==> src/rtl/kb_calc_if.sv <==
// Key-strobe bundle between the PS/2 front end and the calculator.
interface kb_calc_if;
  logic [8:0] key_code;
  logic       key_valid;

  modport master (
    output key_code,
    output key_valid
  );

  modport slave (
    input key_code,
    input key_valid
  );
endinterface

==> src/rtl/kb_calc_ctrl.sv <==
// Keyboard calculator controller: operand entry, arithmetic, BCD display.
// Define KBCALC_MUL_EN to decode keypad '*' as multiply.
module kb_calc_ctrl #(
  parameter int  DIGITS = 2,
  localparam int DISP_N = 2 * DIGITS
) (
  input  logic                clk,
  input  logic                rst,
  kb_calc_if.slave            kb,
  output logic [4*DISP_N-1:0] disp,
  output logic                neg,
  output logic                busy,
  output logic [2:0]          state
);

  localparam int W  = $clog2(10 ** DISP_N);
  localparam int CW = $clog2(W + 1);
  localparam int DB = 4 * DISP_N;

  localparam logic [W-1:0]  TEN   = W'(10);
  localparam logic [2:0]    DMAX  = 3'(DIGITS);
  localparam logic [CW-1:0] CLAST = CW'(W - 1);

  typedef enum logic [2:0] {
    S_IDLE   = 3'd0,
    S_OPA    = 3'd1,
    S_OPB    = 3'd2,
    S_CONV   = 3'd3,
    S_RESULT = 3'd4
  } state_t;

  typedef enum logic [1:0] {
    OP_ADD = 2'd0,
    OP_SUB = 2'd1,
    OP_MUL = 2'd2
  } op_t;

  state_t        state_q, state_d;
  op_t           op_q, op_d;
  logic [W-1:0]  a_q, a_d;
  logic [W-1:0]  b_q, b_d;
  logic [W-1:0]  r_q, r_d;
  logic [W-1:0]  sh_q, sh_d;
  logic [2:0]    na_q, na_d;
  logic [2:0]    nb_q, nb_d;
  logic [CW-1:0] cc_q, cc_d;
  logic [DB-1:0] bcd_q, bcd_d;
  logic [DB-1:0] disp_q, disp_d;
  logic          sign_q, sign_d;
  logic          neg_q, neg_d;
  logic          busy_q, busy_d;

  logic          is_dig, is_op, is_ent, is_esc;
  logic [3:0]    dig;
  op_t           op_k;
  logic [W-1:0]  dig_w;
  logic [W-1:0]  diff, res_v;
  logic          lt_v;
  logic [DB-1:0] bcd_adj, bcd_step;
  logic [DB-1:0] disp_dig;

  always_comb begin
    is_dig = 1'b0;
    is_op  = 1'b0;
    is_ent = 1'b0;
    is_esc = 1'b0;
    dig    = 4'd0;
    op_k   = OP_ADD;
    if (kb.key_valid && !kb.key_code[8]) begin
      case (kb.key_code[7:0])
        8'h45: begin is_dig = 1'b1; dig = 4'd0; end
        8'h16: begin is_dig = 1'b1; dig = 4'd1; end
        8'h1E: begin is_dig = 1'b1; dig = 4'd2; end
        8'h26: begin is_dig = 1'b1; dig = 4'd3; end
        8'h25: begin is_dig = 1'b1; dig = 4'd4; end
        8'h2E: begin is_dig = 1'b1; dig = 4'd5; end
        8'h36: begin is_dig = 1'b1; dig = 4'd6; end
        8'h3D: begin is_dig = 1'b1; dig = 4'd7; end
        8'h3E: begin is_dig = 1'b1; dig = 4'd8; end
        8'h46: begin is_dig = 1'b1; dig = 4'd9; end
        8'h79: begin is_op = 1'b1; op_k = OP_ADD; end
        8'h7B: begin is_op = 1'b1; op_k = OP_SUB; end
`ifdef KBCALC_MUL_EN
        8'h7C: begin is_op = 1'b1; op_k = OP_MUL; end
`endif
        8'h5A: is_ent = 1'b1;
        8'h76: is_esc = 1'b1;
        default: ;
      endcase
    end
  end

  always_comb begin
    dig_w    = {{(W-4){1'b0}}, dig};
    disp_dig = {{(DB-4){1'b0}}, dig};
    lt_v     = a_q < b_q;
    diff     = lt_v ? (b_q - a_q) : (a_q - b_q);
    case (op_q)
      OP_SUB:  res_v = diff;
`ifdef KBCALC_MUL_EN
      OP_MUL:  res_v = a_q * b_q;
`endif
      default: res_v = a_q + b_q;
    endcase
  end

  always_comb begin
    bcd_adj = bcd_q;
    for (int i = 0; i < DISP_N; i++) begin
      if (bcd_q[4*i +: 4] >= 4'd5)
        bcd_adj[4*i +: 4] = bcd_q[4*i +: 4] + 4'd3;
    end
    bcd_step = {bcd_adj[DB-2:0], sh_q[W-1]};
  end

  always_comb begin
    state_d = state_q;
    op_d    = op_q;
    a_d     = a_q;
    b_d     = b_q;
    r_d     = r_q;
    sh_d    = sh_q;
    na_d    = na_q;
    nb_d    = nb_q;
    cc_d    = cc_q;
    bcd_d   = bcd_q;
    disp_d  = disp_q;
    sign_d  = sign_q;
    neg_d   = neg_q;
    if (is_esc) begin
      state_d = S_IDLE;
      op_d    = OP_ADD;
      a_d     = '0;
      b_d     = '0;
      r_d     = '0;
      sh_d    = '0;
      na_d    = '0;
      nb_d    = '0;
      cc_d    = '0;
      bcd_d   = '0;
      disp_d  = '0;
      sign_d  = 1'b0;
      neg_d   = 1'b0;
    end else begin
      case (state_q)
        S_IDLE, S_RESULT: begin
          if (is_dig) begin
            state_d = S_OPA;
            a_d     = dig_w;
            na_d    = 3'd1;
            disp_d  = disp_dig;
            neg_d   = 1'b0;
          end else if (is_op && state_q == S_RESULT) begin
            // chain: result magnitude becomes A, sign kept on show
            state_d = S_OPB;
            op_d    = op_k;
            a_d     = r_q;
            b_d     = '0;
            nb_d    = '0;
            disp_d  = '0;
          end
        end
        S_OPA: begin
          if (is_dig && na_q < DMAX) begin
            a_d    = a_q * TEN + dig_w;
            na_d   = na_q + 3'd1;
            disp_d = {disp_q[DB-5:0], dig};
          end else if (is_op) begin
            state_d = S_OPB;
            op_d    = op_k;
            b_d     = '0;
            nb_d    = '0;
            disp_d  = '0;
          end
        end
        S_OPB: begin
          if (is_dig && nb_q < DMAX) begin
            b_d    = b_q * TEN + dig_w;
            nb_d   = nb_q + 3'd1;
            disp_d = {disp_q[DB-5:0], dig};
          end else if (is_op) begin
            op_d = op_k;
          end else if (is_ent) begin
            state_d = S_CONV;
            r_d     = res_v;
            sh_d    = res_v;
            sign_d  = (op_q == OP_SUB) && lt_v;
            neg_d   = 1'b0;
            bcd_d   = '0;
            cc_d    = '0;
          end
        end
        S_CONV: begin
          // rotate so the spilled BCD bit lands in the spent binary slot
          sh_d  = {sh_q[W-2:0], bcd_adj[DB-1]};
          bcd_d = bcd_step;
          cc_d  = cc_q + 1'b1;
          if (cc_q == CLAST) begin
            state_d = S_RESULT;
            disp_d  = bcd_step;
            neg_d   = sign_q;
          end
        end
        default: state_d = S_IDLE;
      endcase
    end
    busy_d = (state_d == S_CONV);
  end

  always_ff @(posedge clk) begin
    if (!rst) begin
      state_q <= S_IDLE;
      op_q    <= OP_ADD;
      a_q     <= '0;
      b_q     <= '0;
      r_q     <= '0;
      sh_q    <= '0;
      na_q    <= '0;
      nb_q    <= '0;
      cc_q    <= '0;
      bcd_q   <= '0;
      disp_q  <= '0;
      sign_q  <= 1'b0;
      neg_q   <= 1'b0;
      busy_q  <= 1'b0;
    end else begin
      state_q <= state_d;
      op_q    <= op_d;
      a_q     <= a_d;
      b_q     <= b_d;
      r_q     <= r_d;
      sh_q    <= sh_d;
      na_q    <= na_d;
      nb_q    <= nb_d;
      cc_q    <= cc_d;
      bcd_q   <= bcd_d;
      disp_q  <= disp_d;
      sign_q  <= sign_d;
      neg_q   <= neg_d;
      busy_q  <= busy_d;
    end
  end

  assign disp  = disp_q;
  assign neg   = neg_q;
  assign busy  = busy_q;
  assign state = state_q;

endmodule

==> src/flat_wrapper.sv <==
// flat-port wrapper written by rule: the top's interface ports become plain ports
module kb_calc_ctrl_flat 
#(
  parameter int  DIGITS = 2,
  localparam int DISP_N = 2 * DIGITS
)
  (clk, rst, disp, neg, busy, state, kb_key_code, kb_key_valid);
  kb_calc_if kb_i ();
  input  logic clk;
  input  logic rst;
  output logic [4*DISP_N-1:0] disp;
  output logic neg;
  output logic busy;
  output logic [2:0] state;
  input wire logic [$bits(kb_i.key_code)-1:0] kb_key_code;
  input wire logic [$bits(kb_i.key_valid)-1:0] kb_key_valid;
  assign kb_i.key_code = kb_key_code;
  assign kb_i.key_valid = kb_key_valid;
  kb_calc_ctrl #(.DIGITS(DIGITS)) u_core (.clk(clk), .rst(rst), .kb(kb_i), .disp(disp), .neg(neg), .busy(busy), .state(state));
endmodule
==> config.mk <==
export PLATFORM = sky130hd
export DESIGN_NAME = kb_calc_ctrl_flat
export DESIGN_NICKNAME = d
export VERILOG_FILES = /design/src/rtl/kb_calc_if.sv /design/src/rtl/kb_calc_ctrl.sv /design/src/flat_wrapper.sv
export SDC_FILE = /design/constraint.sdc
export NUM_CORES = 1
export LEC_CHECK = 0
export BUFFER_PORTS_ARGS = -buffer_cell sky130_fd_sc_hd__buf_2
export CAP_MARGIN = 15
export CORE_ASPECT_RATIO = 0.8
export CORE_UTILIZATION = 55
export DETAILED_ROUTE_END_ITERATION = 16
export PLACE_DENSITY = 0.73
export SETUP_SLACK_MARGIN = 0.02
export SYNTH_ARGS = -nofsm -noshare
export SYNTH_HDL_FRONTEND = slang
export SYNTH_SLANG_ARGS = --single-unit
==> constraint.sdc <==
create_clock -name clk -period 10.1 [get_ports clk]
set_input_delay 1.515 -clock clk [delete_from_list [all_inputs] [get_ports clk]]
set_output_delay 1.515 -clock clk [all_outputs]
set_load 0.01 [all_outputs]
==> summary.txt <==
RSZ-0062 raised after global routing: false
routed wire length: 23.7 mm
CTS clk-pin slew, worst paths: 0.07 ns
Root Driver: clkbuf_16
Min-Delay Path Class: reg -> reg
number of H-tree levels: 3
worst-skew pair later-pin latency: 0.36 ns
DIE HEIGHT: 114 um
DIE WIDTH: 142 um
Clock Skew: 0.0139 ns
multi-input combinational cell area: 6060 um^2
hold_ws: 0.458 ns
Synth area leader: dfxtp_1
Max IR drop VDD: 0.0873 mV
Synth Warn #: 0
critical path fanouts, max: 9
Post-synth EDFFs: 0
clock sinks: 105
Tcrit/Tclk final: 0.458
CP most frequent cell: a21oi_1
Filler Cell Count: 1,428
ranking of synthesized cells by area: dfxtp_1, ha_1, a21oi_1
CTS Hold Bufs: 0
Placer Congestion: 0.966
Final min period: 4.62 ns
vias in the first global route: 7,502
TritonCTS clock tree: done
gate count after technology mapping: 1,086
Avg Synthesized Cell Area: 7.97 um^2
die area: 16,200 um^2
deepest clock path buffer count: 2
reg2reg setup slack: 6.53 ns
Max Cap Viol: 0
synth cell count leaders: nor2_1, dfxtp_1, ha_1
Worst EP arrival: 4.85 ns
gr usage total: 0.304
cts bufs inserted: 9
predominant post-synthesis flop cell: dfxtp_1
crit path cell chain: buf_2 -> or3b_1 -> nor4_2 -> a21oi_1 -> nor3_1 -> ha_1 -> inv_1 -> fa_1 -> nor2b_1 -> o21a_1 -> nand4_1 -> o311a_1 -> a211oi_1 -> a21oi_1
IO buf count: 32
largest net degree at the start of global routing: 74
ANT nets after route: 0
CP Capture Type: flip-flop
#FFs+latches synth: 105
Post-CTS Setup Inserts: 0
slowest stage delay, CP: 0.57 ns
initial antenna violation count: 0
Final HPWL DP: 17.6 mm
Worst Tran Pin Value: 0.921 ns
# setup viols final: 0
worst path required time: 10.32 ns
Post-synth ARST share: 0
Crit Path Class: in -> reg
P&R area growth vs syn: 6.30%
Routed WL per cell: 18.2 um
first-pass GRT wire length: 39.0 mm
cts repair resizes: 0
crit-path leading delay family: simple AND/OR/NAND/NOR gates
Via density: 6.20
crit start category: input port
Mapped Area: 8660 um^2
IO Pins: 33
final net count: 1,197
Pins Over Slew Limit: 0
area of the core: 15,200 um^2
Fin Setup TNS: 0 ns
1st-iter DRT viols: 757
status: finished, final reports clean
Register Area: 2100 um^2
layout cells sized above 1: 0.0956
slew margin rel.: 0.384
TritonRoute pass-1 iters: 5
Fmax: 216 MHz
Yosys top cell area share: 0.243
Post-Syn Nets: 1,200
Ant. Diodes: 0
final core occ: 0.605
Leak: 0.00375 uW
Synth cell types: 85
Core Rows: 40
CP max-delay cell: nor3_1
GRT Residual Overflow: 0
DRC: 0
buffers plus inverters on the worst setup path: 2
Final Hold Vio Count: 0
most common cell in the synthesized netlist: nor2_1
vias after detailed routing: 8,054
Seq/Total Area, Yosys: 0.243
Initial Util: 0.569
power per cell area: 95.7 nW/um^2
[path summary, 6_finish.rpt]
path                                      from              to  depth (start not counted)
worst max-delay path            kb_key_code[3]  u_core.a_q[13]                         14
worst min-delay path            u_core.sh_q[1]  u_core.sh_q[1]                          2
worst max register to register   u_core.b_q[9]  u_core.sh_q[7]                         10
worst min register to register  u_core.sh_q[1]  u_core.sh_q[1]                          2
[power breakdown]
| group | total [uW] | switching [uW] | internal [uW] |
|---|---|---|---|
| sequential | 419 | 2.89 | 416 |
| clock | 371 | 176 | 195 |
| combinational | 91.1 | 61.5 | 29.6 |
| total | 881 | 240 | 641 |
[cells in the final DEF (no fill, tap or decap), types with 22 or more instances in the layout]
master	instances
a211oi_1	23
a21oi_1	94
a22oi_1	22
buf_2	32
dfxtp_1	105
ha_1	96
inv_1	62
nand2_1	80
nand3_1	40
nor2_1	106
nor3_1	34
o21ai_0	54
xnor2_1	35
[area by class of cell]
type                    instances  area share
inverters                      63      0.0257
clock buffers                   9      0.0245
clock inverters                 7     0.00843
multi-input cells             861       0.658
well taps                     210      0.0286
repair buffers                 43      0.0264
flip-flops and latches        105       0.228
[through the flow]
step	area [um^2]	cells	setup slack, ns	power [uW]
2_1_floorplan	8660	1086	5.86	496
3_3_place_gp	8900	1282	5.27	516
3_5_place_dp	8900	1282	5.21	516
4_1_cts	9200	1298	5.56	878
5_1_grt	9200	1298	5.32	907
6_report	9200	1298	5.48	881
[registers in the layout, summed over array words and instances (netlist names), 3 cells and up]
name          cells
u_core.disp      16
u_core.a_q       14
u_core.bcd_q     16
u_core.r_q       14
u_core.na_q       3
u_core.cc_q       4
u_core.b_q       14
u_core.sh_q      14
u_core.state      3
u_core.nb_q       3
[tightest hold or removal path: cells and delay by family (launching register included)]
kind | cells | cell delay [ns]
AOI/OAI and AO/OA | 1 | 0.05
DFF | 1 | 0.32
and+or+nand+nor | 1 | 0.05
[logic make-up after synthesis]
group | synth area share
buf+inv | 0.0600
mux | 0.00824
flops | 0.243
fa+ha+maj | 0.154
compound gates | 0.274
xor+xnor | 0.0572
simple gates | 0.204
[layer usage]
layer / track usage / vias to the layer above / share of wire
met5: 0 / - / 0
met3: 0.0531 / 48 / 0.071
met2: 0.443 / 299 / 0.41
met4: 0.0824 / 0 / 0.020
met1: 0.454 / 3761 / 0.50
li1: - / 3946 / -
Power figures use the tool's default switching activity.
